==> src/rtl/fb_arb_pkg.sv <==
// Shared types for the framebuffer SRAM arbiter: FSM states and transfer direction.
package fb_arb_pkg;

   typedef enum logic [1:0] {
      ARB   = 2'd0,
      TURN  = 2'd1,
      GRANT = 2'd2
   } arb_state_t;

   typedef enum logic {
      DIR_READ  = 1'b0,
      DIR_WRITE = 1'b1
   } dir_t;

endpackage

==> src/rtl/fb_sram_arbiter_if.sv <==
// Requester and SRAM-controller bus bundle for the framebuffer arbiter.
interface fb_sram_arbiter_if #(
   parameter int ADDR_BITS = 20,
   parameter int DATA_BITS = 16
);
   logic                 rd_valid;
   logic                 rd_ready;
   logic [ADDR_BITS-1:0] rd_addr;
   logic                 wr_valid;
   logic                 wr_ready;
   logic [ADDR_BITS-1:0] wr_addr;
   logic [DATA_BITS-1:0] wr_data;
   logic                 mem_cmd_valid;
   logic                 mem_cmd_ready;
   logic                 mem_cmd_we;
   logic [ADDR_BITS-1:0] mem_cmd_addr;
   logic [DATA_BITS-1:0] mem_cmd_wdata;
   logic                 mem_rd_valid;
   logic [DATA_BITS-1:0] mem_rd_data;
   logic                 rd_data_valid;
   logic [DATA_BITS-1:0] rd_data;

   modport slave (
      input  rd_valid, rd_addr, wr_valid, wr_addr, wr_data,
      input  mem_cmd_ready, mem_rd_valid, mem_rd_data,
      output rd_ready, wr_ready, mem_cmd_valid, mem_cmd_we, mem_cmd_addr, mem_cmd_wdata,
      output rd_data_valid, rd_data
   );

   modport master (
      output rd_valid, rd_addr, wr_valid, wr_addr, wr_data,
      output mem_cmd_ready, mem_rd_valid, mem_rd_data,
      input  rd_ready, wr_ready, mem_cmd_valid, mem_cmd_we, mem_cmd_addr, mem_cmd_wdata,
      input  rd_data_valid, rd_data
   );
endinterface

==> src/rtl/fb_sram_arbiter.sv <==
// Read-priority arbiter sharing one SRAM command port between scanline reads and pixel
// writes, with bounded write wait and idle gaps on every bus direction change.
module fb_sram_arbiter
   import fb_arb_pkg::*;
#(
   parameter int ADDR_BITS    = 20,
   parameter int DATA_BITS    = 16,
   parameter int MAX_RD_BURST = 8,
   parameter int TURN_CYCLES  = 1
) (
   input  logic             clk,
   input  logic             reset_n,
   fb_sram_arbiter_if.slave bus
);
   localparam int BW = $clog2(MAX_RD_BURST + 1);
   localparam int TW = (TURN_CYCLES < 2) ? 1 : $clog2(TURN_CYCLES + 1);
   localparam logic [BW-1:0] MAX_BURST = BW'(MAX_RD_BURST);

   arb_state_t           state_q, state_d;
   dir_t                 last_dir_q, last_dir_d, new_dir_q, new_dir_d, pick_dir_s;
   logic [BW-1:0]        burst_cnt_q, burst_cnt_d;
   logic [TW-1:0]        turn_cnt_q, turn_cnt_d;
   logic                 pick_vld_s, free_s, grant_vld_s, rd_acc_s, wr_acc_s;
   logic                 cmd_valid_q, cmd_valid_d, cmd_we_q, cmd_we_d;
   logic [ADDR_BITS-1:0] cmd_addr_q, cmd_addr_d;
   logic [DATA_BITS-1:0] cmd_wdata_q, cmd_wdata_d;

   assign free_s      = !cmd_valid_q || bus.mem_cmd_ready;
   assign pick_vld_s  = bus.rd_valid || bus.wr_valid;
   assign pick_dir_s  = (bus.rd_valid && (!bus.wr_valid || (burst_cnt_q < MAX_BURST)))
                        ? DIR_READ : DIR_WRITE;
   assign grant_vld_s = (last_dir_q == DIR_READ) ? bus.rd_valid : bus.wr_valid;

   // FSM state register
   always_ff @(posedge clk or negedge reset_n) begin
      if (!reset_n) begin
         state_q    <= ARB;
         last_dir_q <= DIR_READ;
         new_dir_q  <= DIR_READ;
         turn_cnt_q <= '0;
      end else begin
         state_q    <= state_d;
         last_dir_q <= last_dir_d;
         new_dir_q  <= new_dir_d;
         turn_cnt_q <= turn_cnt_d;
      end
   end

   // FSM next state; the decision cycle in ARB is itself the first idle turnaround cycle
   always_comb begin
      state_d    = state_q;
      last_dir_d = last_dir_q;
      new_dir_d  = new_dir_q;
      turn_cnt_d = turn_cnt_q;
      case (state_q)
         ARB: begin
            if (pick_vld_s && free_s && (pick_dir_s != last_dir_q)) begin
               if (TURN_CYCLES == 0) begin
                  last_dir_d = pick_dir_s;
               end else if (TURN_CYCLES == 1) begin
                  state_d    = GRANT;
                  last_dir_d = pick_dir_s;
               end else begin
                  state_d    = TURN;
                  turn_cnt_d = TW'(TURN_CYCLES);
                  new_dir_d  = pick_dir_s;
               end
            end else begin
               state_d = ARB;
            end
         end
         TURN: begin
            turn_cnt_d = turn_cnt_q - TW'(1);
            if (turn_cnt_d == TW'(1)) begin
               state_d    = GRANT;
               last_dir_d = new_dir_q;
            end else begin
               state_d = TURN;
            end
         end
         GRANT: begin
            if (!grant_vld_s || free_s) begin
               state_d = ARB;
            end else begin
               state_d = GRANT;
            end
         end
         default: state_d = ARB;
      endcase
   end

   // FSM outputs: which requester is accepted this cycle
   always_comb begin
      rd_acc_s = 1'b0;
      wr_acc_s = 1'b0;
      case (state_q)
         ARB: begin
            if (pick_vld_s && free_s && ((pick_dir_s == last_dir_q) || (TURN_CYCLES == 0))) begin
               rd_acc_s = (pick_dir_s == DIR_READ);
               wr_acc_s = (pick_dir_s == DIR_WRITE);
            end else begin
               rd_acc_s = 1'b0;
               wr_acc_s = 1'b0;
            end
         end
         GRANT: begin
            if (grant_vld_s && free_s) begin
               rd_acc_s = (last_dir_q == DIR_READ);
               wr_acc_s = (last_dir_q == DIR_WRITE);
            end else begin
               rd_acc_s = 1'b0;
               wr_acc_s = 1'b0;
            end
         end
         default: begin
            rd_acc_s = 1'b0;
            wr_acc_s = 1'b0;
         end
      endcase
   end

   // Command register load and read-burst accounting
   always_comb begin
      cmd_valid_d = cmd_valid_q;
      cmd_we_d    = cmd_we_q;
      cmd_addr_d  = cmd_addr_q;
      cmd_wdata_d = cmd_wdata_q;
      burst_cnt_d = burst_cnt_q;
      if (rd_acc_s) begin
         cmd_valid_d = 1'b1;
         cmd_we_d    = 1'b0;
         cmd_addr_d  = bus.rd_addr;
         cmd_wdata_d = '0;
      end else if (wr_acc_s) begin
         cmd_valid_d = 1'b1;
         cmd_we_d    = 1'b1;
         cmd_addr_d  = bus.wr_addr;
         cmd_wdata_d = bus.wr_data;
      end else if (free_s) begin
         cmd_valid_d = 1'b0;
      end else begin
         cmd_valid_d = cmd_valid_q;
      end
      if (!bus.wr_valid || wr_acc_s) begin
         burst_cnt_d = '0;
      end else if (rd_acc_s && (burst_cnt_q < MAX_BURST)) begin
         burst_cnt_d = burst_cnt_q + BW'(1);
      end else begin
         burst_cnt_d = burst_cnt_q;
      end
   end

   // Command output register and burst counter
   always_ff @(posedge clk or negedge reset_n) begin
      if (!reset_n) begin
         cmd_valid_q <= 1'b0;
         cmd_we_q    <= 1'b0;
         cmd_addr_q  <= '0;
         cmd_wdata_q <= '0;
         burst_cnt_q <= '0;
      end else begin
         cmd_valid_q <= cmd_valid_d;
         cmd_we_q    <= cmd_we_d;
         cmd_addr_q  <= cmd_addr_d;
         cmd_wdata_q <= cmd_wdata_d;
         burst_cnt_q <= burst_cnt_d;
      end
   end

   assign bus.rd_ready      = rd_acc_s;
   assign bus.wr_ready      = wr_acc_s;
   assign bus.mem_cmd_valid = cmd_valid_q;
   assign bus.mem_cmd_we    = cmd_we_q;
   assign bus.mem_cmd_addr  = cmd_addr_q;
   assign bus.mem_cmd_wdata = cmd_wdata_q;
   assign bus.rd_data_valid = bus.mem_rd_valid;
   assign bus.rd_data       = bus.mem_rd_data;

endmodule

==> src/flat_wrapper.sv <==
// flat-port wrapper written by rule: the top's interface ports become plain ports
module fb_sram_arbiter_flat import fb_arb_pkg::*;
#(
   parameter int ADDR_BITS    = 20,
   parameter int DATA_BITS    = 16,
   parameter int MAX_RD_BURST = 8,
   parameter int TURN_CYCLES  = 1
)
  (clk, reset_n, bus_rd_valid, bus_rd_addr, bus_wr_valid, bus_wr_addr, bus_wr_data, bus_mem_cmd_ready, bus_mem_rd_valid, bus_mem_rd_data, bus_rd_ready, bus_wr_ready, bus_mem_cmd_valid, bus_mem_cmd_we, bus_mem_cmd_addr, bus_mem_cmd_wdata, bus_rd_data_valid, bus_rd_data);
  fb_sram_arbiter_if #(.ADDR_BITS(ADDR_BITS), .DATA_BITS(DATA_BITS)) bus_i ();
  input  logic clk;
  input  logic reset_n;
  input wire logic [$bits(bus_i.rd_valid)-1:0] bus_rd_valid;
  input wire logic [$bits(bus_i.rd_addr)-1:0] bus_rd_addr;
  input wire logic [$bits(bus_i.wr_valid)-1:0] bus_wr_valid;
  input wire logic [$bits(bus_i.wr_addr)-1:0] bus_wr_addr;
  input wire logic [$bits(bus_i.wr_data)-1:0] bus_wr_data;
  input wire logic [$bits(bus_i.mem_cmd_ready)-1:0] bus_mem_cmd_ready;
  input wire logic [$bits(bus_i.mem_rd_valid)-1:0] bus_mem_rd_valid;
  input wire logic [$bits(bus_i.mem_rd_data)-1:0] bus_mem_rd_data;
  output wire logic [$bits(bus_i.rd_ready)-1:0] bus_rd_ready;
  output wire logic [$bits(bus_i.wr_ready)-1:0] bus_wr_ready;
  output wire logic [$bits(bus_i.mem_cmd_valid)-1:0] bus_mem_cmd_valid;
  output wire logic [$bits(bus_i.mem_cmd_we)-1:0] bus_mem_cmd_we;
  output wire logic [$bits(bus_i.mem_cmd_addr)-1:0] bus_mem_cmd_addr;
  output wire logic [$bits(bus_i.mem_cmd_wdata)-1:0] bus_mem_cmd_wdata;
  output wire logic [$bits(bus_i.rd_data_valid)-1:0] bus_rd_data_valid;
  output wire logic [$bits(bus_i.rd_data)-1:0] bus_rd_data;
  assign bus_i.rd_valid = bus_rd_valid;
  assign bus_i.rd_addr = bus_rd_addr;
  assign bus_i.wr_valid = bus_wr_valid;
  assign bus_i.wr_addr = bus_wr_addr;
  assign bus_i.wr_data = bus_wr_data;
  assign bus_i.mem_cmd_ready = bus_mem_cmd_ready;
  assign bus_i.mem_rd_valid = bus_mem_rd_valid;
  assign bus_i.mem_rd_data = bus_mem_rd_data;
  assign bus_rd_ready = bus_i.rd_ready;
  assign bus_wr_ready = bus_i.wr_ready;
  assign bus_mem_cmd_valid = bus_i.mem_cmd_valid;
  assign bus_mem_cmd_we = bus_i.mem_cmd_we;
  assign bus_mem_cmd_addr = bus_i.mem_cmd_addr;
  assign bus_mem_cmd_wdata = bus_i.mem_cmd_wdata;
  assign bus_rd_data_valid = bus_i.rd_data_valid;
  assign bus_rd_data = bus_i.rd_data;
  fb_sram_arbiter #(.ADDR_BITS(ADDR_BITS), .DATA_BITS(DATA_BITS), .MAX_RD_BURST(MAX_RD_BURST), .TURN_CYCLES(TURN_CYCLES)) u_core (.clk(clk), .reset_n(reset_n), .bus(bus_i));
endmodule
==> config.mk <==
export PLATFORM = sky130hd
export DESIGN_NAME = fb_sram_arbiter_flat
export DESIGN_NICKNAME = d
export VERILOG_FILES = /design/src/rtl/fb_arb_pkg.sv /design/src/rtl/fb_sram_arbiter_if.sv /design/src/rtl/fb_sram_arbiter.sv /design/src/flat_wrapper.sv
export SDC_FILE = /design/constraint.sdc
export NUM_CORES = 1
export LEC_CHECK = 0
export CELL_PAD_IN_SITES_DETAIL_PLACEMENT = 0
export CELL_PAD_IN_SITES_GLOBAL_PLACEMENT = 1
export CORE_ASPECT_RATIO = 1.4
export CORE_MARGIN = 2
export CORE_UTILIZATION = 26
export CTS_BUF_LIST = sky130_fd_sc_hd__clkbuf_4
export DETAILED_ROUTE_END_ITERATION = 12
export MAX_ROUTING_LAYER = met4
export PLACE_DENSITY = 0.9
export SLEW_MARGIN = 5
export SYNTH_ARGS = -nofsm -noshare
export SYNTH_HDL_FRONTEND = slang
export SYNTH_SLANG_ARGS = --single-unit
export TNS_END_PERCENT = 5
==> constraint.sdc <==
create_clock -name clk -period 1.8 [get_ports clk]
set_clock_uncertainty 0.15 [all_clocks]
set_input_delay 0.36 -clock clk [delete_from_list [all_inputs] [get_ports clk]]
set_output_delay 0.36 -clock clk [all_outputs]
set_load 0.01 [all_outputs]
Word-level counts from Yosys, hierarchy flattened
Index checks and enable logic that the tools add are counted.
{"block": "word_totals", "register_bits": 46, "in_bits": 78}
{"block": "op_classes", "n_mux": 26, "n_reduce_logical": 20, "n_bitwise": 1, "eq_ne": 6, "magnitude_cmp": 1, "n_addsub": 2}
{"operator": "two-way mux 20 bit", "count": 2}
{"operator": "two-way mux 16 bit", "count": 2}
{"operator": "two-way mux 1 bit", "count": 13}
{"operator": "two-way mux 4 bit", "count": 2}
{"operator": "logical AND 1 bit", "count": 6}
{"operator": "two-way mux 2 bit", "count": 3}
{"operator": "one-hot mux 1 bit (2 select lines)", "count": 3}
{"operator": "one-hot mux 2 bit (3 select lines)", "count": 1}
{"operator": "nonzero test 2 bit", "count": 3}
{"operator": "logical OR 1 bit", "count": 5}
{"operator": "adder 4 x 1 -> 4 bit, second input constant", "count": 1}
{"operator": "less-than comparator 4 bit, second input constant", "count": 1}
{"operator": "inequality test 2 x 1 -> 1 bit, second input constant", "count": 2}
{"operator": "zero test 1 bit", "count": 3}
{"operator": "AND reduction 3 bit", "count": 1}
{"operator": "nonzero test 3 bit", "count": 1}
{"operator": "== test 2 x 1 -> 1 bit, second input constant", "count": 1}
{"operator": "== test 2 bit, second input constant", "count": 1}
{"operator": "zero test 2 bit", "count": 1}
{"operator": "== test 1 bit", "count": 1}
{"operator": "inequality test 1 bit", "count": 1}
{"operator": "NOT 1 bit", "count": 1}
{"operator": "subtractor 1 bit, second input constant", "count": 1}

Longest topological paths before layout
{"block": "logic_depth", "depth_word": 11, "ltp_mapped": 7}

Least setup slack after synthesis
Ideal clock, no wire load.
{"block": "synth_timing", "kind": "register to output", "from": "register u_core.last_dir_q", "to": "output port bus_wr_ready", "path_slack_ns": -0.176, "arrival_ns": 1.466, "n_path_buf": 3, "path_stages_with_launch": 7, "path_cell_list": "dfrtp_1 > buf_6 > mux2_4 > and3b_1 > buf_2 > o21a_4 > buf_6"}
{"block": "synth_via", "elab_chain_len": 4}
{"item": "start: declaration", "line": "fb_sram_arbiter.sv:20", "text": "dir_t last_dir_q, last_dir_d, new_dir_q, new_dir_d, pick_dir_s;"}
{"item": "start signal: assignment", "line": "fb_sram_arbiter.sv:43", "text": "last_dir_q <= last_dir_d;"}
{"item": "two-way mux 1 bit / == test 1 bit (equally long branches)", "line": "fb_sram_arbiter.sv:32, fb_sram_arbiter.sv:98"}
{"item": "logical AND 1 bit (on tied branches)", "line": "fb_sram_arbiter.sv:107, fb_sram_arbiter.sv:98"}
{"item": "two-way mux 1 bit (on tied branches)", "line": "fb_sram_arbiter.sv:107, fb_sram_arbiter.sv:98"}
{"item": "one-hot mux 1 bit (2 select lines) (*)", "line": "fb_sram_arbiter.sv:96", "text": "case (state_q)"}
{"item": "end: declaration", "line": "flat_wrapper.sv:22", "text": "output wire logic [$bits(bus_i.wr_ready)-1:0] bus_wr_ready;"}
Mark *: on every way between the ends. The rest lies on a longest branch, timed or not.

Final worst setup path
Ends and elaborated chain as after synthesis.

==> impl_metrics.tcl <==
set metrics [dict create \
    netlist_top_cells_count "46 x dfrtp_1, 24 x o21ai_0, 22 x a211oi_1, 22 x a31oi_1, 20 x nand3_1" \
    startpoint_type "flip-flop" \
    route.met3.wl_um 458 \
    antennaDiodeCount 0 \
    grt_max_degree 47 \
    hold_viol 0 \
    gp_congestion 0.758 \
    grt_usage_pct 15.4 \
    timing.rr.start "u_core.state_q[0]" \
    cts_tree "built" \
    fin_crit_sh_pct 117 \
    tightestPinTransition_ns 0.282 \
    syn_to_final_growth_pct 57.1 \
    grt_overflow_total 0 \
    setup.worst_path.end_class "output port" \
    clock_latency_ns 0.35 \
    yosys_warnings 0 \
    nFillCells 897 \
    setup_viol 41 \
    numCtsBuffers 5 \
    cp_cell_sequence "mux2_4 -> and3b_1 -> o21a_4 -> buf_6" \
    hpwl_um 5200 \
    ys_types 36 \
    clk_pin_slew_ns 0.13 \
    dp_slack_ns -0.843 \
    coreArea_um2 8930 \
    grt_pass1_wl_um 11700 \
    antenna_found_initial 0 \
    slew_headroom_pct 81.2 \
    io_buffers 100 \
    worstSetupPathType "reg -> out" \
    fin_util_pct 41.7 \
    fmax_mhz 477 \
    nNetsFinal 413 \
    crit_required_ns 1.29 \
    power_density_nw_per_um2 1460 \
    rows 41 \
    crit_arrival_ns 1.59 \
    dr_wl_met2_um 4030 \
    yosysTopAreaCellShare_pct 48.6 \
    grt_pass1_vias 2433 \
    r2r_cells 6 \
    wl_met1_um 2790 \
    irDropWorstVdd_mv 0.678 \
    worst_slack_ns -0.299 \
    wl_per_cell_um 16.9 \
    synth_edf_count 0 \
    ios 135 \
    synth_area_um2 2370 \
    rsz0062_at_grt "yes" \
    reg2reg_to "u_core.burst_cnt_q[2]" \
    cts_sinks 46 \
    p_leak_nw 1.69 \
    total_power_mw 5.43 \
    status "complete, but fails checks" \
    die_width_um 84.6 \
    clock_path_buffers 2 \
    synth_async_sr_flop_share_pct 100 \
    ant_nets 0 \
    routed_wl_um 7460 \
    clock-root-buffer "clkbuf_4" \
    die_h_um 117 \
    drt-initial-drc-count 118 \
    final_layout_size_suffix_gt1_share_pct 19.1 \
    placed_cell_area_um2 3540 \
    synth_top_area_cell "dfrtp_1" \
    seq_area_frac_synth_pct 48.6 \
    dr_total_vias 2260 \
    setup_tns_ns -3.75 \
    synth_area_leaders "dfrtp_1 49%, a211oi_1 7.0%, a22o_1 6.3%, a31oi_1 5.8%, buf_4 5.4%" \
    final_cell_count_no_fill 442 \
    timing.hold.ws_ns 0.346 \
    drc 0 \
    ys_ff_latch 46 \
    max_stage_delay_ns 0.42 \
    ys_dominant_reg_cell "dfrtp_1" \
    initial_utilization_pct 26.5 \
    cp_slowest_cell "dfrtp_1" \
    synth_cells 229 \
    dieArea_um2 9900 \
    failed_checks "setup timing" \
    fin_area_um2 3720 \
    worst-path-buf-inv 1 \
    hold_class "in -> async" \
    drtPass1Iterations 4 \
    syn-num-nets 308 \
    dp_cells 426 \
    via_per_inst 5.11 \
    min_period_ns 2.10 \
    r2r_slack_ns -0.16 \
    htreeDepth 2 \
    cap_viol_max_count 0 \
    highest_layer "met4" \
    drv_slew 0 \
    synthMostInstantiatedCell "dfrtp_1" \
    cp_max_fo 3 \
    avgSynthCellArea_um2 10.3 \
    timing.critical_path.max_delay_family "flip-flops" \
]
-- what timing repair did --
item,in CTS,in global routing
resized for setup,48,16
endpoints found under the setup margin,67,59
gates cloned,1,0
pin swaps,6,1
buffers inserted,4,2
hold buffers,1,0
hold endpoints to repair,46,0
-- routing by layer --
metal,track usage (%),vias to the layer above
met4,6.14,0
met5,-,-
met2,28.1,94
met1,16.7,1087
met3,2.66,22
li1,-,1057
-- cells by family after synthesis --
| family | share of synthesized area (%) |
|---|---|
| and+or+nand+nor | 10.5 |
| DFF | 48.6 |
| xor gates and xnor gates | 0.740 |
| AOI/OAI and AO/OA | 28.0 |
| adders and majority gates | 0.528 |
| buffers and inverters | 10.9 |
| muxes | 0.634 |
-- worst register-to-register path, stage by stage, from the launching register on --
cell      delay (ns)
dfrtp_1         0.43
and2b_1         0.28
a22oi_2         0.12
buf_4           0.15
buf_6           0.12
or4_4           0.47
a211oi_2        0.18
-- cell type report --
class                   count  area [um2]  share of cell area [%]
clock buffers               6        45.0                    1.21
clock inverters             2        8.76                   0.236
inverters                   4        15.0                   0.404
multi-input cells         140        1020                    27.4
flip-flops and latches     46        1150                    31.0
well taps                 107         134                    3.60
repair buffers            137        1350                    36.2
-- placed cells by master, fill, tap and decap left out, drive strengths merged, types with 2 or more instances in the layout --
master,Yosys,routed
a211oi,23,23
a22o,17,17
a31oi,22,22
buf,29,40
clkbuf,10,6
clkdlybuf4s50,0,56
clkinv,0,2
dfrtp,46,46
dlygate4sd2,0,25
dlymetal6s2s,0,15
inv,4,4
nand2b,3,3
nand3,20,20
nor2,7,7
nor3,2,2
o21ai,24,24
or3,2,2
-- registers in the layout (all words and copies together), names as in the netlist --
name                      count
u_core.bus.mem_cmd_addr      20
u_core.bus.mem_cmd_wdata     16
u_core.burst_cnt_q            4
u_core.state_q                2
u_core.bus.mem_cmd_valid      1
u_core.bus.mem_cmd_we         1
u_core.last_dir_q             1
u_core.turn_cnt_q             1
-- how the worst max path moves through the flow --
| stage | from | end | slack [ns] | cells after the start |
|---|---|---|---|---|
| 2_1_floorplan | u_core.last_dir_q | bus_wr_ready | -0.13 | 6 |
| 3_3_place_gp | bus_wr_valid | bus_wr_ready | -0.78 | 5 |
| 3_5_place_dp | bus_wr_valid | bus_wr_ready | -0.84 | 5 |
| 4_1_cts | u_core.last_dir_q | bus_wr_ready | -0.33 | 4 |
| 5_1_grt | u_core.last_dir_q | bus_wr_ready | -0.37 | 4 |
| 6_report | u_core.last_dir_q | bus_wr_ready | -0.30 | 4 |
-- power breakdown --
group          total, mW  leakage (nW)  internal, mW  switching, mW
clock              0.487        0.0331         0.163          0.324
combinational       3.26          1.10          1.66           1.60
sequential          1.69         0.562          1.45          0.235
No activity file was read; power rests on OpenSTA's default activity.
